<file path="config.mk">
export PLATFORM = sky130hd
export DESIGN_NAME = level_meter_display_flat
export DESIGN_NICKNAME = d
export VERILOG_FILES = /design/src/rtl/level_meter_display_if.sv /design/src/rtl/level_meter_display.sv /design/src/flat_wrapper.sv
export SDC_FILE = /design/constraint.sdc
export NUM_CORES = 1
export LEC_CHECK = 0
export BUFFER_PORTS_ARGS = -buffer_cell sky130_fd_sc_hd__buf_2
export CAP_MARGIN = 20
export CELL_PAD_IN_SITES_DETAIL_PLACEMENT = 0
export CELL_PAD_IN_SITES_GLOBAL_PLACEMENT = 1
export CORE_MARGIN = 10
export CORE_UTILIZATION = 35
export CTS_CLUSTER_SIZE = 25
export DETAILED_ROUTE_END_ITERATION = 12
export GPL_TIMING_DRIVEN = 0
export PLACE_DENSITY = 0.67
export SYNTH_ARGS = -nofsm -noshare
export SYNTH_HDL_FRONTEND = slang
export SYNTH_SLANG_ARGS = --single-unit
</file>
<file path="constraint.sdc">
create_clock -name clk -period 6.5 [get_ports clk]
set_input_delay 0.975 -clock clk [delete_from_list [all_inputs] [get_ports clk]]
set_output_delay 0.975 -clock clk [all_outputs]
set_load 0.1 [all_outputs]
</file>
<file path="src/rtl/level_meter_display_if.sv">
// Position stream handshake between the PCM-to-position
// converter and the level meter display.
interface level_meter_display_if;
   logic       i_valid;
   logic       i_ready;
   logic [4:0] i_position;

   modport master (
      output i_valid,
      output i_position,
      input  i_ready
   );

   modport slave (
      input  i_valid,
      input  i_position,
      output i_ready
   );
endinterface

</file>
<file path="src/rtl/level_meter_display.sv">
// Level meter: fast attack, tick-paced release and a held,
// decaying peak marker driving a 31-segment bar display.
module level_meter_display #(
   parameter int HOLD_TICKS  = 16,
   parameter int DECAY_TICKS = 2
) (
   input  logic                 clk,
   input  logic                 reset,
   level_meter_display_if.slave bus,
   input  logic                 i_tick,
   output logic [4:0]           o_level,
   output logic [4:0]           o_peak,
   output logic [30:0]          o_bar,
   output logic [30:0]          o_peak_bar,
   output logic                 o_update
);

   localparam logic [7:0] DECAY = 8'(DECAY_TICKS);
   localparam logic [7:0] HOLD  = 8'(HOLD_TICKS);

   typedef enum logic {
      IDLE,
      APPLY
   } state_t;

   state_t      state;
   logic        ready;
   logic [4:0]  sample;
   logic [7:0]  dcnt;
   logic [7:0]  hcnt;

   logic [4:0]  lv_r;
   logic [4:0]  pk_r;
   logic [4:0]  pk_dec;
   logic [4:0]  lv_n;
   logic [4:0]  pk_n;
   logic [7:0]  dc_n;
   logic [7:0]  hc_n;
   logic [30:0] bar_n;
   logic [30:0] pbar_n;

   assign bus.i_ready = ready;

   // Release first, then attack on the released values.
   always_comb begin
      lv_r   = o_level;
      pk_r   = o_peak;
      dc_n   = dcnt;
      hc_n   = hcnt;
      pk_dec = (o_peak == 5'd0) ? 5'd0 : o_peak - 5'd1;
      if (i_tick) begin
         if (dcnt <= 8'd1) begin
            dc_n = DECAY;
            if (o_level != 5'd0)
               lv_r = o_level - 5'd1;
         end else begin
            dc_n = dcnt - 8'd1;
         end
         if (hcnt != 8'd0)
            hc_n = hcnt - 8'd1;
         else
            pk_r = (pk_dec > lv_r) ? pk_dec : lv_r;
      end
      lv_n = lv_r;
      pk_n = pk_r;
      if (state == APPLY) begin
         if (sample > lv_r) begin
            lv_n = sample;
            dc_n = DECAY;
         end
         if (sample >= pk_r) begin
            pk_n = sample;
            hc_n = HOLD;
         end
      end
   end

   always_comb begin
      bar_n  = 31'((32'd1 << lv_n) - 32'd1);
      pbar_n = '0;
      if (pk_n != 5'd0)
         pbar_n = 31'(32'd1 << (pk_n - 5'd1));
   end

   always_ff @(posedge clk or negedge reset) begin
      if (!reset) begin
         state      <= IDLE;
         ready      <= 1'b1;
         sample     <= '0;
         dcnt       <= DECAY;
         hcnt       <= '0;
         o_level    <= '0;
         o_peak     <= '0;
         o_bar      <= '0;
         o_peak_bar <= '0;
         o_update   <= 1'b0;
      end else begin
         unique case (state)
            IDLE: begin
               if (bus.i_valid) begin
                  sample <= bus.i_position;
                  state  <= APPLY;
                  ready  <= 1'b0;
               end
            end
            APPLY: begin
               state <= IDLE;
               ready <= 1'b1;
            end
            default: begin
               state <= IDLE;
               ready <= 1'b1;
            end
         endcase
         dcnt       <= dc_n;
         hcnt       <= hc_n;
         o_level    <= lv_n;
         o_peak     <= pk_n;
         o_bar      <= bar_n;
         o_peak_bar <= pbar_n;
         o_update   <= (lv_n != o_level) ||
                       (pk_n != o_peak);
      end
   end

endmodule

</file>
<file path="src/flat_wrapper.sv">
// flat-port wrapper written by rule: the top's interface ports become plain ports
module level_meter_display_flat 
#(
   parameter int HOLD_TICKS  = 16,
   parameter int DECAY_TICKS = 2
)
  (clk, reset, i_tick, o_level, o_peak, o_bar, o_peak_bar, o_update, bus_i_valid, bus_i_position, bus_i_ready);
  level_meter_display_if bus_i ();
  input  logic clk;
  input  logic reset;
  input  logic i_tick;
  output logic [4:0] o_level;
  output logic [4:0] o_peak;
  output logic [30:0] o_bar;
  output logic [30:0] o_peak_bar;
  output logic o_update;
  input wire logic [$bits(bus_i.i_valid)-1:0] bus_i_valid;
  input wire logic [$bits(bus_i.i_position)-1:0] bus_i_position;
  output wire logic [$bits(bus_i.i_ready)-1:0] bus_i_ready;
  assign bus_i.i_valid = bus_i_valid;
  assign bus_i.i_position = bus_i_position;
  assign bus_i_ready = bus_i.i_ready;
  level_meter_display #(.HOLD_TICKS(HOLD_TICKS), .DECAY_TICKS(DECAY_TICKS)) u_core (.clk(clk), .reset(reset), .bus(bus_i), .i_tick(i_tick), .o_level(o_level), .o_peak(o_peak), .o_bar(o_bar), .o_peak_bar(o_peak_bar), .o_update(o_update));
endmodule
</file>
**Word level (Yosys, flattened, before mapping)**

Cells that the tools add are included.

- Word-level logic and storage cells: 57
- Register bits: 96
- Output and inout port bits: 74
- Input port bits: 9

- Multiplexer cells: 25
- Equality and inequality tests: 3
- Reduce and logical (&&, ||, !) cells: 6
- Add/subtract/negate cells: 6
- Shift-type cells: 2
- $lt $le $gt $ge: 4
- Bitwise logic cells: 1

Operators with widths:

| cell | number |
|---|---|
| two-way mux 8 bit | 8 |
| << shifter 1 x 5 -> 31 bit (first input constant) | 2 |
| two-way mux 5 bit | 12 |
| two-way mux 31 bit | 1 |
| subtractor 31 x 1 -> 31 bit (second input constant) | 1 |
| subtractor 8 x 1 -> 8 bit (second input constant) | 2 |
| subtractor 5 x 1 -> 5 bit (second input constant) | 3 |
| greater-than comparator 5 bit | 2 |
| inequality test 5 bit | 2 |
| nonzero test 5 bit | 2 |
| <= comparator 8 x 1 -> 1 bit (second input constant) | 1 |
| nonzero test 8 bit | 1 |
| greater-or-equal comparator 5 bit | 1 |
| zero test 5 bit | 1 |
| case mux 1 bit (2 select lines) | 2 |
| two-way mux 1 bit | 2 |
| inequality test 2 bit (second input constant) | 1 |
| AND reduction 2 bit | 1 |
| logical OR 1 bit | 1 |
| NOT 1 bit | 1 |

**Depth between registers and ports, before layout**

Gate-level depths: netlist of the first run.

- Depth in word-level cells: 14
- Mapped depth: 25
- Depth with buffers taken out: 23

**Worst setup path after synthesis of the first run**

OpenSTA, ideal clock, no wires.

- Path kind: flip-flop to flip-flop
- From: register u_core.o_level[1]
- To: register u_core.o_peak_bar[4]
- Data required time: 6.413 ns
- Cell stages (with the launch flop): 22
- Setup slack: 0.467 ns
- Library setup time: 0.087 ns
- Period minus slack after synthesis: 6.033 ns
- Data arrival time: 5.946 ns
- Path buffers: 1
- Cells stage by stage: dfrtp_1 -> inv_1 -> ha_1 -> nor4b_1 -> nand4b_1 -> mux2_2 -> ha_1 -> nor2b_1 -> o21ai_0 -> a21boi_0 -> or2_2 -> a31o_2 -> ha_1 -> a21oi_1 -> o21ai_0 -> a21oi_1 -> clkbuf_1 -> nand3_1 -> o31ai_1 -> ha_1 -> or3_1 -> nor3_1

- Cells in the longest elaborated chain, start to end: 14
- Elaborated cells on any way between the ends: 16
- Those cells by class: add/sub: 2; order compare: 2; shift: 1; mux: 9; reduce/logical: 2

Ends and longest elaborated chain:

| element | RTL line | text |
|---|---|---|
| start: declaration | level_meter_display.sv:11 | `output logic [4:0] o_level,` |
| start signal: assignment | level_meter_display.sv:117 | `o_level <= lv_n;` |
| subtractor 5 x 1 -> 5 bit / nonzero test 5 bit (equally long branches) | level_meter_display.sv:55, level_meter_display.sv:54 |  |
| two-way mux 5 bit | level_meter_display.sv:54 | `if (o_level != 5'd0)` |
| two-way mux 5 bit * | level_meter_display.sv:52 | `if (dcnt <= 8'd1) begin` |
| two-way mux 5 bit * | level_meter_display.sv:51 | `if (i_tick) begin` |
| greater-than comparator 5 bit | level_meter_display.sv:62 | `pk_r = (pk_dec > lv_r) ? pk_dec : lv_r;` |
| two-way mux 5 bit * | level_meter_display.sv:62 |  |
| two-way mux 5 bit * | level_meter_display.sv:59 | `if (hcnt != 8'd0)` |
| two-way mux 5 bit * | level_meter_display.sv:51 |  |
| greater-or-equal comparator 5 bit | level_meter_display.sv:71 | `if (sample >= pk_r) begin` |
| two-way mux 5 bit | level_meter_display.sv:71 |  |
| two-way mux 5 bit * | level_meter_display.sv:66 | `if (state == APPLY) begin` |
| subtractor 5 x 1 -> 5 bit | level_meter_display.sv:82 | `pbar_n = 31'(32'd1 << (pk_n - 5'd1));` |
| << shifter 1 x 5 -> 31 bit | level_meter_display.sv:82 |  |
| two-way mux 31 bit * | level_meter_display.sv:81 | `if (pk_n != 5'd0)` |
| net u_core.pbar_n[4] | level_meter_display.sv:40 | `logic [30:0] pbar_n;` |
| end signal: assignment | level_meter_display.sv:120 | `o_peak_bar <= pbar_n;` |
| end: declaration | level_meter_display.sv:14 | `output logic [30:0] o_peak_bar,` |

Mark *: on every way through the listed nets, which the timed path passes. The rest lies on a longest branch. The select of a mux whose other input is x is not followed.
A chain may end at the register's enable or synchronous reset.

**Worst setup path in the final report of the first run**

- From: register u_core.dcnt[1]
- To: register u_core.o_peak_bar[4]

- Cells in the longest elaborated chain, start to end: 13
- Elaborated cells on any way between the ends: 14
- Those cells by class: add/sub: 1; order compare: 3; shift: 1; mux: 8; reduce/logical: 1

Ends and longest elaborated chain:

| element | RTL line | text |
|---|---|---|
| start: declaration | level_meter_display.sv:29 | `logic [7:0] dcnt;` |
| start signal: assignment | level_meter_display.sv:115 | `dcnt <= dc_n;` |
| <= comparator 8 x 1 -> 1 bit * | level_meter_display.sv:52 |  |
| two-way mux 5 bit * | level_meter_display.sv:52 |  |
| two-way mux 5 bit * | level_meter_display.sv:51 |  |
| greater-than comparator 5 bit | level_meter_display.sv:62 |  |
| two-way mux 5 bit * | level_meter_display.sv:62 |  |
| two-way mux 5 bit * | level_meter_display.sv:59 |  |
| two-way mux 5 bit * | level_meter_display.sv:51 |  |
| greater-or-equal comparator 5 bit | level_meter_display.sv:71 |  |
| two-way mux 5 bit | level_meter_display.sv:71 |  |
| two-way mux 5 bit * | level_meter_display.sv:66 |  |
| subtractor 5 x 1 -> 5 bit | level_meter_display.sv:82 |  |
| << shifter 1 x 5 -> 31 bit | level_meter_display.sv:82 |  |
| two-way mux 31 bit * | level_meter_display.sv:81 |  |
| net u_core.pbar_n[4] | level_meter_display.sv:40 |  |

Marks and branches as above.

==> flow_summary.ini, run 1 <==
[outcome]
status = finished, final reports clean

[logic_synthesis]
yosys_warnings = 0
synth.area.top_cells = dfrtp_1 (47%), ha_1 (6.2%), nor2_1 (5.1%)
synth_top_family_by_area = simple AND/OR/NAND/NOR gates
synth_edf_count = 0
synthTopCellsByCount = dfrtp_1 (94), nor2_1 (68), nand2_1 (50)
synth_cell_type_count = 58
synth_compound_area_frac = 0.1265
yosysTopAreaCellShare = 0.4691
synth_top_area_cell = dfrtp_1
synthAdderAreaFrac = 0.06238
synth_seq_cells = 96
syn_avg_cell_area_um2 = 9.391
yosysMostFrequentCell = dfrtp_1
syn_nets = 568
syn_area_mm2 = 0.005015
synth_ff_type = dfrtp_1
synth-seq-area-share = 0.4795
synth_mux_area_frac = 0.02370
synthCells = 534
synth_xor_area_frac = 0.04691
synthArstFlopShare = 1.000
yosys.area_share.simple = 0.2116

[worst_setup_path]
worstSetupEndpointType = register
cp_max_fo = 10
start_kind = register
critPathKind = register to register
required_ps = 6770
reg2reg_depth = 23
worstPathArrival_ps = 6310

[clocking]
cts_buffers = 9
clock_path_buffers = 2
clk-insertion-delay-late_ps = 350
cts_hold_buf = 0
post-cts-setup-buffers = 0
cts_tree = done
clkTransAtPathRegs_ps = 70
cts-htree-levels = 3
cts_resized = 0
clock_tree.root_cell = clkbuf_16
clock_sinks = 96

[global_routing]
antenna_found_initial = 0
globalRouteOverflowTotal = 0
grt_usage = 0.1338
grt_max_degree = 62
grt_pass1_vias = 4129
grt_pass1_wl_mm = 21.33

[routing]
route.detailed.drc = 0
routedWlPerCell_um = 16.08
vias = 4134
met2_wirelength_mm = 6.458
drt-vias-per-instance = 5.085
top_layer = met4
routed_wl_mm = 13.08
dr.pass1.iters = 4
dr.first_iter.drc_count = 230
ant_nets = 0
wl_met3_um = 611
wirelength_met1_mm = 5.745

[floorplan]
pin_count = 83
die_y_um = 139.7
die_w_um = 139.7
initial_utilization = 0.3599
core_area_mm2 = 0.01393
dieArea_mm2 = 0.01952
rows = 43

[sta]
slew_violations = 0
hold_violations = 0
setup_violations = 0
slew_headroom = 0.4312
timing.fmax_ghz = 0.1656
fin_crit_ps = 6040
fin_crit_sh = 0.9292
tightest_slew_ps = 846.1
clock_skew_ps = 8.022
grt_setup_unrepaired = false
setup_tns_ps = 0

[place]
portBuffers = 82
gp_congestion = 0.8831
hpwl_mm = 9.853

[final_layout]
drive_gt1_frac = 0.2164
fin_util = 0.4315
fillCellCount = 1382
antenna_cells = 0
syn2layout_area_growth_pct = 19.91
fin_nets = 662

[job]
maxCapViolCount = 0

[hold_path]
hold-path-cell-count = 2
hold_path.class = register to register
-- through the flow --
step	cells	setup WS, ps	instance area [um2]	hold slack (ps)
2_1_floorplan	534	467.4	5015	501.5
3_3_place_gp	796	33.18	5650	465.3
6_report	813	460.5	6013	472.8
5_1_grt	813	38.17	6013	491.2
4_1_cts	813	6.873	5977	476.3
3_5_place_dp	797	26.24	5680	462.6
-- cell families (layout without fill, tap and decap cells) --
| kind of cell | after synthesis | in the layout |
|---|---|---|
| AO/OA/AOI/OAI | 94 | 94 |
| XOR/XNOR | 26 | 26 |
| adder cells (fa/ha/maj) | 25 | 25 |
| buffers and inverters | 62 | 161 |
| flip-flops | 96 | 96 |
| multiplexers | 11 | 11 |
| AND/OR/NAND/NOR | 220 | 220 |
-- worst max-delay path, stage by stage (launching register included) --
cell      delay [ps]
dfstp_2          550
inv_1             60
ha_1             180
or2_2            280
clkbuf_1         190
and3_1           240
a31oi_1          310
inv_1             90
ha_1             310
and3_1           160
a211oi_2         310
a21boi_1         210
or2_2            350
a31o_2           290
ha_1             290
a21oi_1          120
o21ai_0          120
a21oi_1          340
clkbuf_2         310
nand3_1          100
o31ai_1          120
ha_1             370
or3_1            460
nor3_1           190
-- final cells by class --
| class | count | area, um2 | share of cell area |
|---|---|---|---|
| clock buffers | 10 | 239.0 | 0.03974 |
| clock inverters | 6 | 57.56 | 0.009571 |
| well taps | 180 | 225.2 | 0.03745 |
| repair buffers | 83 | 440.4 | 0.07324 |
| plain buffers | 26 | 117.6 | 0.01956 |
| inverters | 36 | 135.1 | 0.02247 |
| flip-flops and latches | 96 | 2405 | 0.3999 |
| multi-input cells | 376 | 2394 | 0.3980 |
-- per-layer routing --
layer,GRT usage,vias up
met5,0,-
met4,0.05272,0
met3,0.03607,17
met2,0.2227,94
met1,0.1600,1973
li1,-,2050
-- worst paths after layout --
| kind | slack (ps) | to | from |
|---|---|---|---|
| worst max-delay path | 460 | u_core.o_peak_bar[4] | u_core.dcnt[1] |
| worst min-delay path | 470 | u_core.bus.i_ready | u_core.bus.i_ready |
| worst max register to register | 460 | u_core.o_peak_bar[4] | u_core.dcnt[1] |
| worst min register to register | 470 | u_core.bus.i_ready | u_core.bus.i_ready |
| max in group asynchronous | 5240 | u_core.bus.i_ready | reset |
| min in group asynchronous | 570 | u_core.hcnt[4] | reset |
-- sequential cells by signal (all words and copies together), names as in the netlist --
| name | cells |
|---|---|
| u_core.o_bar | 31 |
| u_core.o_peak_bar | 31 |
| u_core.dcnt | 8 |
| u_core.hcnt | 8 |
| u_core.o_level | 5 |
| u_core.o_peak | 5 |
| u_core.sample | 5 |
| u_core.bus.i_ready | 1 |
| u_core.o_update | 1 |
| u_core.state | 1 |
-- placed cells by master (no fill, tap or decap), types with 3 or more instances in the layout --
cell type  Yosys  layout
dfrtp_1       94      94
a21o_1         3       3
nand3_1       13      13
o22ai_1        5       5
nand2_1       50      50
xor2_1         9       9
inv_1         34      34
a41oi_1        3       3
nor2b_1        5       5
nand4_1        7       7
o31ai_1        5       5
nor2_1        68      67
clkbuf_16      0       9
a31oi_1        5       5
inv_6          0       3
mux2_2         7       7
o21ai_0       26      25
ha_1          25      25
a21oi_1       16      16
nor3b_1        3       3
mux2i_1        4       4
nor4_1         5       5
buf_2          2      83
or3_1          9       9
and2_1         5       5
nand2b_1       5       5
o32ai_1        3       3
and3_1         7       7
clkbuf_2       1       5
xnor2_1       16      16
or2_2          8       8
a22oi_1        8       8
clkbuf_1      18      15
nor3_1        26      26
Power of run 1 is left out: the tool's default activity adds up to more than one toggle a clock period on the data nets, which glitch-free logic cannot reach.
==> inputs of run 2 (changes only) <==
--- a/config.mk
+++ b/config.mk
@@ -13,7 +13,7 @@
 export CORE_UTILIZATION = 35
 export CTS_CLUSTER_SIZE = 25
 export DETAILED_ROUTE_END_ITERATION = 12
-export GPL_TIMING_DRIVEN = 0
+export GPL_TIMING_DRIVEN = 1
 export PLACE_DENSITY = 0.67
 export SYNTH_ARGS = -nofsm -noshare
 export SYNTH_HDL_FRONTEND = slang
==> run 2 against run 1 <==
Net effect:
- final area down 1.6%
- highest routed layer unchanged
- critical path type unchanged
- cell count down 1.7%
- utilization down 0.68 points
- critical path depth unchanged
- worst hold slack better by 1.7 ps
==> flow_summary.ini, run 2 (synthesis gave the netlist of run 1 again) <==
[routing]
ant_nets = 0
routed_wl_mm = 12.88
drt-vias-per-instance = 5.041
routedWlPerCell_um = 16.12
vias = 4028
dr.pass1.iters = 4
route.detailed.drc = 0
dr.first_iter.drc_count = 171

[final_layout]
syn2layout_area_growth_pct = 18.01
drive_gt1_frac = 0.2213
final_cell_mix = dfrtp_1 (94), buf_2 (81), nor2_1 (68), nand2_1 (50), inv_1 (34)
layout_commonest_cell = dfrtp_1
fin_nets = 648
antenna_cells = 0
reg_top3 = u_core.o_bar: 31 flops, u_core.o_peak_bar: 31 flops
fillCellCount = 1385

[worst_setup_path]
critPathKind = register to register
startpoint = u_core.o_level[0]
worstPathArrival_ps = 6100
reg2reg_depth = 23
regToRegSetupSlack_ps = 660
start_kind = register
reg2reg_from = u_core.o_level[0]
cp_max_fo = 12
required_ps = 6770
r2r_end = u_core.o_peak_bar[14]
worstSetupEndpointType = register

[place]
gp_congestion = 0.8357
hpwl_mm = 9.693
portBuffers = 82

[sta]
timing.fmax_ghz = 0.1713
slew_violations = 0
hold_violations = 0
setup_violations = 0
fin_crit_sh = 0.8981
tightest_slew_ps = 765.4
grt_setup_unrepaired = false
fin_crit_ps = 5838
clock_skew_ps = 7.234
setup_tns_ps = 0
slew_headroom = 0.4854

[clocking]
clk-insertion-delay-late_ps = 340
cts_hold_buf = 0
cts_buffers = 9
cts-htree-levels = 3
cts_tree = done
clock_tree.root_cell = clkbuf_16
clock_sinks = 96
clock_path_buffers = 2
clkTransAtPathRegs_ps = 60
post-cts-setup-buffers = 0

[outcome]
status = finished, final reports clean

[global_routing]
grtUsageMet1 = 0.1549
grt_pass1_wl_mm = 20.97
globalRouteOverflowTotal = 0
busiest_layer = met2
grt_max_degree = 66
use_met2 = 0.2237
met3_usage = 0.03913
grt_pass1_vias = 4079
antenna_found_initial = 0
grt_usage = 0.1312

[floorplan]
die_w_um = 139.7
die_y_um = 139.7
core_area_mm2 = 0.01393
initial_utilization = 0.3599
rows = 43
dieArea_mm2 = 0.01952
pin_count = 83

[job]
maxCapViolCount = 0

[hold_path]
hold_start = u_core.bus.i_ready
min_to = u_core.bus.i_ready
hold_path.class = register to register
hold-path-cell-count = 2
## run 2: cell count changes in the layout (fill, tap and decap cells not counted), moves of 2 or more
cell / before / now
buf_1: 2 / 0
inv_6: 3 / 0
inv_8: 2 / 0
clkbuf_1: 15 / 1
buf_4: 2 / 14
clkbuf_2: 5 / 0
clkinv_2: 0 / 3
buf_2: 83 / 81
## run 2: worst max path at each step
stage / slack (ps) / depth (start not counted) / end
after floorplan: 470 / 21 / u_core.o_peak_bar[4]
after global placement: 680 / 19 / u_core.o_bar[14]
after detailed placement: 440 / 23 / u_core.o_peak_bar[14]
after CTS: 410 / 23 / u_core.o_peak_bar[14]
after global routing: 120 / 23 / u_core.o_peak_bar[14]
final: 660 / 23 / u_core.o_peak_bar[14]
## run 2: metrics by stage
stage / util / hold WS [ps] / cell area (um2) / worst slack (ps) / std cells
after detailed placement: 0.4046 / 469.2 / 5638 / 444.9 / 783
after floorplan: - / 501.5 / 5015 / 467.4 / 534
final: 0.4247 / 474.5 / 5918 / 662.3 / 799
after global routing: 0.4247 / 501.5 / 5918 / 123.2 / 799
after global placement: 0.4046 / 464.4 / 5638 / 679.8 / 783
after CTS: 0.4244 / 479.4 / 5913 / 411.1 / 799
## run 2: repair_timing
action                                  4_1_cts  5_1_grt
gates resized for setup                       0        2
endpoints found under the setup margin        0        8
endpoints found under the hold margin         0        0
## run 2: cell type report
class                      count  area, um2  share of cell area
inverter                      36      138.9             0.02347
multi-input combinational    376       2364              0.3994
clock buffer                  11      242.7             0.04101
sequential                    96       2405              0.4063
timing repair buffer          95      510.5             0.08626
tap                          180      225.2             0.03805
clock inverter                 5      32.53            0.005497
## run 2: critical path, cell delays in order, from the launching register on
cell and delay, ps:
dfrtp_1 450, inv_1 90, ha_1 230, nor4b_1 270, buf_4 200, nand4b_1 150, mux2_2 370, ha_1 300
nor2b_1 130, o21ai_0 320, a21boi_0 300, or2_2 380, a31o_2 280, ha_1 300, nand2_1 50, o21ai_0 210
a21oi_1 120, buf_4 190, nor2_1 100, a21o_2 250, clkinvlp_4 250, or3_1 340, mux2_2 350, nor2_1 130
## run 2: routing by layer
layer,part of all wire,up-vias
met3,0.043,13
li1,-,2008
met2,0.51,73
met1,0.44,1934
met4,0.014,0
met5,0,-
Power of run 2 is left out for the same reason.
